[src/rtl/imem_pkg.sv]
// Shared constants for the instruction memory, its fetch stage and its loader.
package imem_pkg;

    localparam logic [31:0] INIT_PC        = 32'h0000_3000;
    localparam int unsigned DEPTH          = 1024;
    localparam int unsigned LEN_W          = 11;
    localparam int unsigned WORD_W         = 32;
    localparam int unsigned BYTE_W         = 8;
    localparam int unsigned BYTES_PER_WORD = 4;
    localparam int unsigned BYTE_IDX_W     = 2;

    typedef enum logic [1:0] {
        ST_IDLE    = 2'd0,
        ST_COLLECT = 2'd1,
        ST_WRITE   = 2'd2,
        ST_DONE    = 2'd3
    } state_t;

    typedef struct packed {
        logic              we;
        logic [WORD_W-1:0] addr;
        logic [WORD_W-1:0] wdata;
    } mem_wr_t;

    // Byte address of word idx relative to base; plain 32-bit add, wraps silently.
    function automatic logic [WORD_W-1:0] word_addr(input logic [WORD_W-1:0] base,
                                                    input logic [WORD_W-1:0] idx);
        return base + (idx << 2);
    endfunction

endpackage

[src/rtl/imem_byte_packer.sv]
// 8->32 shift assembler, MSB-first, with a byte counter. word_c/word_full_c show the
// word as it will be once the current shift lands, so the caller can register it directly.
module imem_byte_packer
    import imem_pkg::*;
(
    input  logic              clk,
    input  logic              rst_n,
    input  logic              shift,
    input  logic              clear,
    input  logic [BYTE_W-1:0] data,
    output logic [WORD_W-1:0] word_c,
    output logic              word_full_c
);

    logic [WORD_W-1:0]     asm_q;
    logic [BYTE_IDX_W-1:0] byte_idx_q;

    assign word_c      = {asm_q[WORD_W-BYTE_W-1:0], data};
    assign word_full_c = shift && (byte_idx_q == BYTE_IDX_W'(BYTES_PER_WORD - 1));

    // The counter wraps to 0 on the fourth shift, ready for the next word.
    always_ff @(posedge clk) begin
        if (!rst_n) begin
            asm_q      <= '0;
            byte_idx_q <= '0;
        end else if (clear) begin
            asm_q      <= '0;
            byte_idx_q <= '0;
        end else if (shift) begin
            asm_q      <= word_c;
            byte_idx_q <= byte_idx_q + BYTE_IDX_W'(1);
        end
    end

endmodule

[src/rtl/imem_loader.sv]
// Packs an incoming byte stream into instruction words and writes them sequentially
// from INIT_PC, holding the core off for the duration of the load.
module imem_loader
    import imem_pkg::*;
#(
    parameter logic [31:0] INIT_PC = imem_pkg::INIT_PC,
    parameter int unsigned DEPTH   = imem_pkg::DEPTH,
    parameter int unsigned LEN_W   = imem_pkg::LEN_W
) (
    input  logic             clk,
    input  logic             rst_n,
    input  logic             start,
    input  logic [LEN_W-1:0] word_count,
    input  logic             byte_valid,
    input  logic [7:0]       byte_data,
    output logic             byte_ready,
    output logic             mem_we,
    output logic [31:0]      mem_addr,
    output logic [31:0]      mem_wdata,
    output logic             busy,
    output logic             cpu_hold,
    output logic             done,
    output logic             error
);

    state_t           state_q;
    logic [LEN_W-1:0] count_q;
    logic [LEN_W-1:0] word_idx_q;
    mem_wr_t          wr_q;
    logic             byte_ready_q;
    logic             busy_q;
    logic             done_q;
    logic             error_q;

    logic              transfer_c;
    logic              start_ok_c;
    logic [WORD_W-1:0] word_c;
    logic              word_full_c;

    assign transfer_c = byte_valid && byte_ready_q;
    assign start_ok_c = (state_q == ST_IDLE) && start && (word_count != '0)
                        && (word_count <= LEN_W'(DEPTH));

    imem_byte_packer u_packer (
        .clk         (clk),
        .rst_n       (rst_n),
        .shift       (transfer_c),
        .clear       (start_ok_c),
        .data        (byte_data),
        .word_c      (word_c),
        .word_full_c (word_full_c)
    );

    // Control FSM; every output is a flop updated alongside the state.
    always_ff @(posedge clk) begin
        if (!rst_n) begin
            state_q      <= ST_IDLE;
            count_q      <= '0;
            word_idx_q   <= '0;
            wr_q         <= '0;
            byte_ready_q <= 1'b0;
            busy_q       <= 1'b0;
            done_q       <= 1'b0;
            error_q      <= 1'b0;
        end else begin
            wr_q.we <= 1'b0;
            done_q  <= 1'b0;
            error_q <= 1'b0;
            case (state_q)
                ST_IDLE: begin
                    if (start) begin
                        if (word_count == '0) begin
                            state_q <= ST_DONE;
                            done_q  <= 1'b1;
                        end else if (word_count > LEN_W'(DEPTH)) begin
                            error_q <= 1'b1;
                        end else begin
                            count_q      <= word_count;
                            word_idx_q   <= '0;
                            state_q      <= ST_COLLECT;
                            byte_ready_q <= 1'b1;
                            busy_q       <= 1'b1;
                        end
                    end
                end
                ST_COLLECT: begin
                    if (word_full_c) begin
                        state_q      <= ST_WRITE;
                        byte_ready_q <= 1'b0;
                        wr_q.we      <= 1'b1;
                        wr_q.addr    <= word_addr(INIT_PC, WORD_W'(word_idx_q));
                        wr_q.wdata   <= word_c;
                    end
                end
                ST_WRITE: begin
                    if (word_idx_q == count_q - LEN_W'(1)) begin
                        state_q <= ST_DONE;
                        done_q  <= 1'b1;
                        busy_q  <= 1'b0;
                    end else begin
                        word_idx_q   <= word_idx_q + LEN_W'(1);
                        state_q      <= ST_COLLECT;
                        byte_ready_q <= 1'b1;
                    end
                end
                ST_DONE: begin
                    state_q <= ST_IDLE;
                end
                default: begin
                    state_q <= ST_IDLE;
                end
            endcase
        end
    end

    assign byte_ready = byte_ready_q;
    assign mem_we     = wr_q.we;
    assign mem_addr   = wr_q.addr;
    assign mem_wdata  = wr_q.wdata;
    assign busy       = busy_q;
    assign cpu_hold   = busy_q;
    assign done       = done_q;
    assign error      = error_q;

endmodule

[config.mk]
export PLATFORM = sky130hd
export DESIGN_NAME = imem_loader
export DESIGN_NICKNAME = d
export VERILOG_FILES = /design/src/rtl/imem_pkg.sv /design/src/rtl/imem_byte_packer.sv /design/src/rtl/imem_loader.sv
export SDC_FILE = /design/constraint.sdc
export NUM_CORES = 1
export LEC_CHECK = 0
export ABC_AREA = 1
export CORE_MARGIN = 5
export CORE_UTILIZATION = 35
export CTS_CLUSTER_SIZE = 14
export DETAILED_ROUTE_END_ITERATION = 16
export GPL_ROUTABILITY_DRIVEN = 1
export SLEW_MARGIN = 20
export SYNTH_ARGS = -nofsm -noshare
export SYNTH_HDL_FRONTEND = slang
export SYNTH_SLANG_ARGS = --single-unit
[constraint.sdc]
create_clock -name clk -period 5.7 [get_ports clk]
set_input_delay 1.71 -clock clk [delete_from_list [all_inputs] [get_ports clk]]
set_output_delay 1.71 -clock clk [all_outputs]
set_load 0.01 [all_outputs]
---- After elaboration in Yosys (flattened, before gate mapping) ----
Index checks and enable logic that the tools add are counted.
storage, ports and cells
  bits of input ports ..................... 23
  word-level logic and storage cells ...... 79
  flip-flop bits (word level) ............. 119
cells by class
  multiplexer cells ....................... 25
  reductions and logical operators ........ 19
  $add $sub $neg .......................... 4
  bitwise gates (word level) .............. 5
  equality and inequality tests ........... 12
  magnitude comparators ................... 2
operator list
  kind                                                                  count
  65-bit two-way mux                                                    1
  11-bit two-way mux                                                    4
  11-bit one-hot mux with 2 select lines                                1
  14-bit by 13-bit adder with 15-bit output, first input constant       1
  11-bit by 1-bit adder with 11-bit output, second input constant       1
  11-bit equality test                                                  1
  11-bit greater-than comparator, second input constant                 1
  11-bit <= comparator, second input constant                           1
  11-bit zero test                                                      1
  11-bit nonzero test                                                   1
  11-bit by 1-bit subtractor with 11-bit output, second input constant  1
  1-bit two-way mux                                                     10
  2-bit two-way mux                                                     5
  2-bit != test, second input constant                                  5
  5-bit AND reduction                                                   2
  2-bit one-hot mux with 4 select lines                                 1
  2-bit equality test, second input constant                            3
  6-bit AND reduction                                                   1
  1-bit logical AND                                                     5
  1-bit inverter                                                        5
  1-bit one-hot mux with 2 select lines                                 2
  2-bit AND reduction                                                   2
  4-bit AND reduction                                                   1
  4-bit OR reduction                                                    1
  10 further kinds                                                      10

---- Depth between registers and ports, before layout ----
  depth after elaboration ................. 5
  gate-level depth with buffers ........... 17
  depth with buffers taken out ............ 17

---- Hierarchy ----
Synthesis repeated with hierarchy kept, for this count alone.
second synthesis, totals
  cell total of the unflattened synthesis .. 632
  area total of the unflattened synthesis .. 4742.0 sq um
modules (own cells, without submodules)
  module            area an instance (sq um)  sequential area each (sq um)  cells each  times used
  imem_loader       3577.2                    1461.4                        505         1
  imem_byte_packer  1164.9                    520.5                         127         1

---- Worst setup path before layout ----
OpenSTA, ideal clock, no wires.
  kind .................................... input port to flip-flop
  from .................................... input word_count[4]
  to ...................................... register u_packer.asm_q[16]
  path slack .............................. 2.756 ns
  required time ........................... 5.580 ns
  library setup time ...................... 0.120 ns
  cell stages on the path ................. 11
  data arrival time ....................... 2.825 ns
  path through ............................ nor2_1 > nand2_1 > nor3_1 > nand2_1 > nand2_1 > nand2_1 > nor2_1 > inv_1 > nand2_1 > buf_2 > a21oi_1
on the way
  word-level cells in the longest chain between the ends .. 4
RTL lines
  element                                                       line                    RTL
  start: declaration                                            imem_loader.sv:13       input logic [LEN_W-1:0] word_count,
  branches (longest 2 deep; another with 11-bit <= comparator)  -
  1-bit logical AND (*)                                         imem_loader.sv:42       && (word_count <= LEN_W'(DEPTH));
  2-bit OR reduction (no source line) (*)                       -
  end signal: assignment                                        imem_byte_packer.sv:30  asm_q <= word_c;
  end: declaration                                              imem_byte_packer.sv:15  logic [WORD_W-1:0] asm_q;
Mark *: on every way between the ends.
A chain may end at the register's enable or synchronous reset.

---- Final worst setup path ----
  from .................................... input word_count[4]
  to ...................................... register u_packer.asm_q[17]
Same word-level chain as after synthesis.

==> results.tsv <==
stage	metric	value	unit
run_status	outcome	finished, final reports clean	
synth	fraction of registers with async set/reset	0	%
pwr	PD cells	285	nW/µm²
synth	YS warnings	0	
synth	Synth Instances	613	
place	port bufs	73	
final_layout	FILL cells	1347	
clock_tree	cts hold-fix bufs	0	
pwr	Comb power frac	17.3	%
sta	Max Clk Rate	246	MHz
route	WL/cell	13.4	µm
worst_setup_path	Startpoint Class	primary input	
place	hpwl dp	8.10	mm
sta	Relative slew margins	41.9	%
sta	RSZ-0062 raised after global routing	no	
synth	top area cells in the synthesized netlist	dfxtp_1 44%, nor2_1 8.3%, nand2_1 8.2%	
final_layout	Antenna Diode Count	0	
synth	share of the yosys chip area belonging to registers	44.0	%
die	I/O Pins	93	
pwr	Peak supply drop	0.146	mV
worst_setup_path	WP data required	5.95	ns
route	via density per instance	4.86	
clock_tree	CTS Buffer Depth	2	
sta	Max Clock Skew	0.0103	ns
sta	Final setup viols	0	
global_routing	initial antenna violation count	0	
clock_tree	clock slew at reported path FFs	0.07	ns
final_layout	Synth-to-Final Area Change	22.7	%
place	Placer Congestion	0.848	
clock_tree	TritonCTS clock tree	yes	
worst_setup_path	crit path DAT	4.31	ns
sta	Final Hold Violating Endpoints	0	
synth	post-synth top area share	44.0	%
clock_tree	clock tree root driver cell	clkbuf_16	
synth	post-synth top area cell	dfxtp_1	
global_routing	largest net degree at the start of global routing	60	
final_layout	Sequential Area	1980	µm²
global_routing	global-route wire length before repair	19.0	mm
sta	Pins Over Slew Limit	0	
sta	Final period util	71.3	%
global_routing	grt ovf	0	
die	die area	15300	µm²
route	Via Count	4107	
clock_tree	post-CTS sizing	0	
clock_tree	H-tree levels	3	
route	drt drc	0	
synth	Avg Synthesized Cell Area	7.36	µm²
global_routing	GRT Util Overall	15.6	%
pwr	switching power	0.000473	W
synth	Post-synth top cells	100 x nor2_1, 99 x dfxtp_1, 98 x nand2_1, 57 x o21ai_0, 51 x a21oi_1	
pwr	sequential fraction of design power	46.5	%
route	ANT nets after route	0	
clock_tree	postcts setup bufs	0	
sta	Post-Route Setup TNS	0	ns
die	Die H	124	µm
final_layout	area of the multi-input gates	2160	µm²
worst_setup_path	Crit Path Max Fanout	26	
final_layout	Finished Layout Cells	845	
worst_hold_path	HP Class	reg2reg	
synth	most common cell in the netlist	nor2_1	
final_layout	layout cells sized above 1	9.66	%
synth	Seq cells post-synth	99	
synth	most common flop cell mapped by yosys	dfxtp_1	
clock_tree	Clk Latency, worst-skew pair	0.34	ns
place	dpl ws	1.32	ns
synth	post-synth cell types	35	
clock_tree	clk sink count	99	
pwr	Net Sw Frac	30.0	%
worst_setup_path	CP endpoint kind	flop	
clock_tree	clock buffer count from CTS	9	
sta	Least-Margin Pin Slew	0.869	ns
final_layout	Nets	694	
die	# rows	41	
worst_setup_path	reg2reg setup slack	3.32	ns
route	TritonRoute pass-1 iters	4	
sta	fin crit period	4.06	ns
sta	Setup WS post-layout	1.64	ns
die	total core area	12600	µm²
route	final WL	11.3	mm
die	Starting Density	35.7	%
final_layout	post-layout instance area	5530	µm²
synth	Post-synth EDFFs	0	
pwr	clock share of power	36.2	%
synth	Synth Cell Area	4510	µm²
flow_run	number of max-cap violations	0	
place	Post-DP Area	5260	µm²
pwr	Pint	0.00110	W
route	Initial DRC Count	190	
worst_setup_path	critical path class	in2reg	
place	Placed Instances	829	
pwr	Leak	2.19	nW
die	die width	124	µm
global_routing	number of global-route vias before repair	3953	
state kept, by name (all words and copies together), names as in the netlist:
register	flops
count_q	11
done	1
mem_we	1
u_packer.byte_idx_q	2
mem_addr	12
error	1
state_q	2
mem_wdata	32
word_idx_q	11
byte_ready	1
busy	1
u_packer.asm_q	24
layer usage:
| metal | vias to the layer above | track usage [%] | part of all wire, % |
|---|---|---|---|
| met1 | 1927 | 18.5 | 43 |
| met3 | 16 | 3.29 | 4.0 |
| met2 | 98 | 26.8 | 51 |
| met5 | - | 0 | 0 |
| met4 | 0 | 7.27 | 2.2 |
| li1 | 2066 | - | - |
area by class of cell:
class,count,area share [%]
timing repair buffer,76,13.5
tap,172,3.89
sequential,99,35.8
clock inverter,6,0.882
multi-input combinational,443,39.1
inverter,39,2.65
clock buffer,10,4.14
cell usage in the layout, fill, tap and decap left out, types with 2 or more instances in the layout:
cell type          n
inv_1             28
o21ai_0           57
inv_6              2
nor3b_1            2
nand3_1           50
nand4_1            3
nor3_1             7
nand3_4            2
conb_1            19
clkbuf_16          9
xor2_1             9
nand2_2           11
a21oi_2            9
nor2_1           100
nor2_4             4
nand2_1           98
buf_4              3
nor2_2             6
dfxtp_1           99
inv_2             10
nand3b_1           3
clkdlybuf4s50_1   72
clkinv_4           3
a21oi_1           51
ha_1               3
worst paths after layout:
check / depth (start not counted) / startpoint / end
setup / recovery: 10 / word_count[4] / u_packer.asm_q[17]$_SDFFE_PP0P_
hold / removal: 2 / u_packer.asm_q[20]$_SDFFE_PP0P_ / u_packer.asm_q[20]$_SDFFE_PP0P_
hold reg to reg: 2 / u_packer.asm_q[20]$_SDFFE_PP0P_ / u_packer.asm_q[20]$_SDFFE_PP0P_
setup reg to reg: 8 / state_q[1]$_SDFFE_PN0P_ / u_packer.asm_q[17]$_SDFFE_PP0P_
power groups by stage:
stage,Sequential [W],Clock (W),Combinational (W)
floorplan,0.000745,0,0.000223
global placement,0.000749,0,0.000266
detailed placement,0.000749,0,0.000271
CTS,0.000733,0.000593,0.000273
global route,0.000735,0.000621,0.000312
finish,0.000733,0.000571,0.000272
critical path: stages:
cell	delay, ns
clkdlybuf4s50_1	0.42
nor2_1	0.11
nand2_1	0.06
nor3_1	0.16
nand2_1	0.15
nor2_1	0.14
nor2_1	0.09
inv_1	0.43
nand2_1	0.66
a21oi_1	0.37
logic make-up (layout without fill, tap and decap cells):
logic type	Yosys count	after routing	share of synthesized area, %
buffers and inverters	89	131	9.71
DFF	99	99	44.0
xor gates and xnor gates	10	10	1.94
adders and majority gates	3	3	0.832
AOI/OAI and AO/OA	120	120	14.2
and+or+nand+nor	291	291	29.3
other	1	19	0.0832
per-stage QoR:
step	hold WS, ns	utilization [%]	power (W)
finish	0.470	43.8	0.00158
global route	0.490	43.8	0.00167
CTS	0.468	43.8	0.00160
detailed placement	0.454	41.6	0.00102
global placement	0.452	41.6	0.00101
floorplan	0.441	-	0.000968
Power figures use the tool's default switching activity.
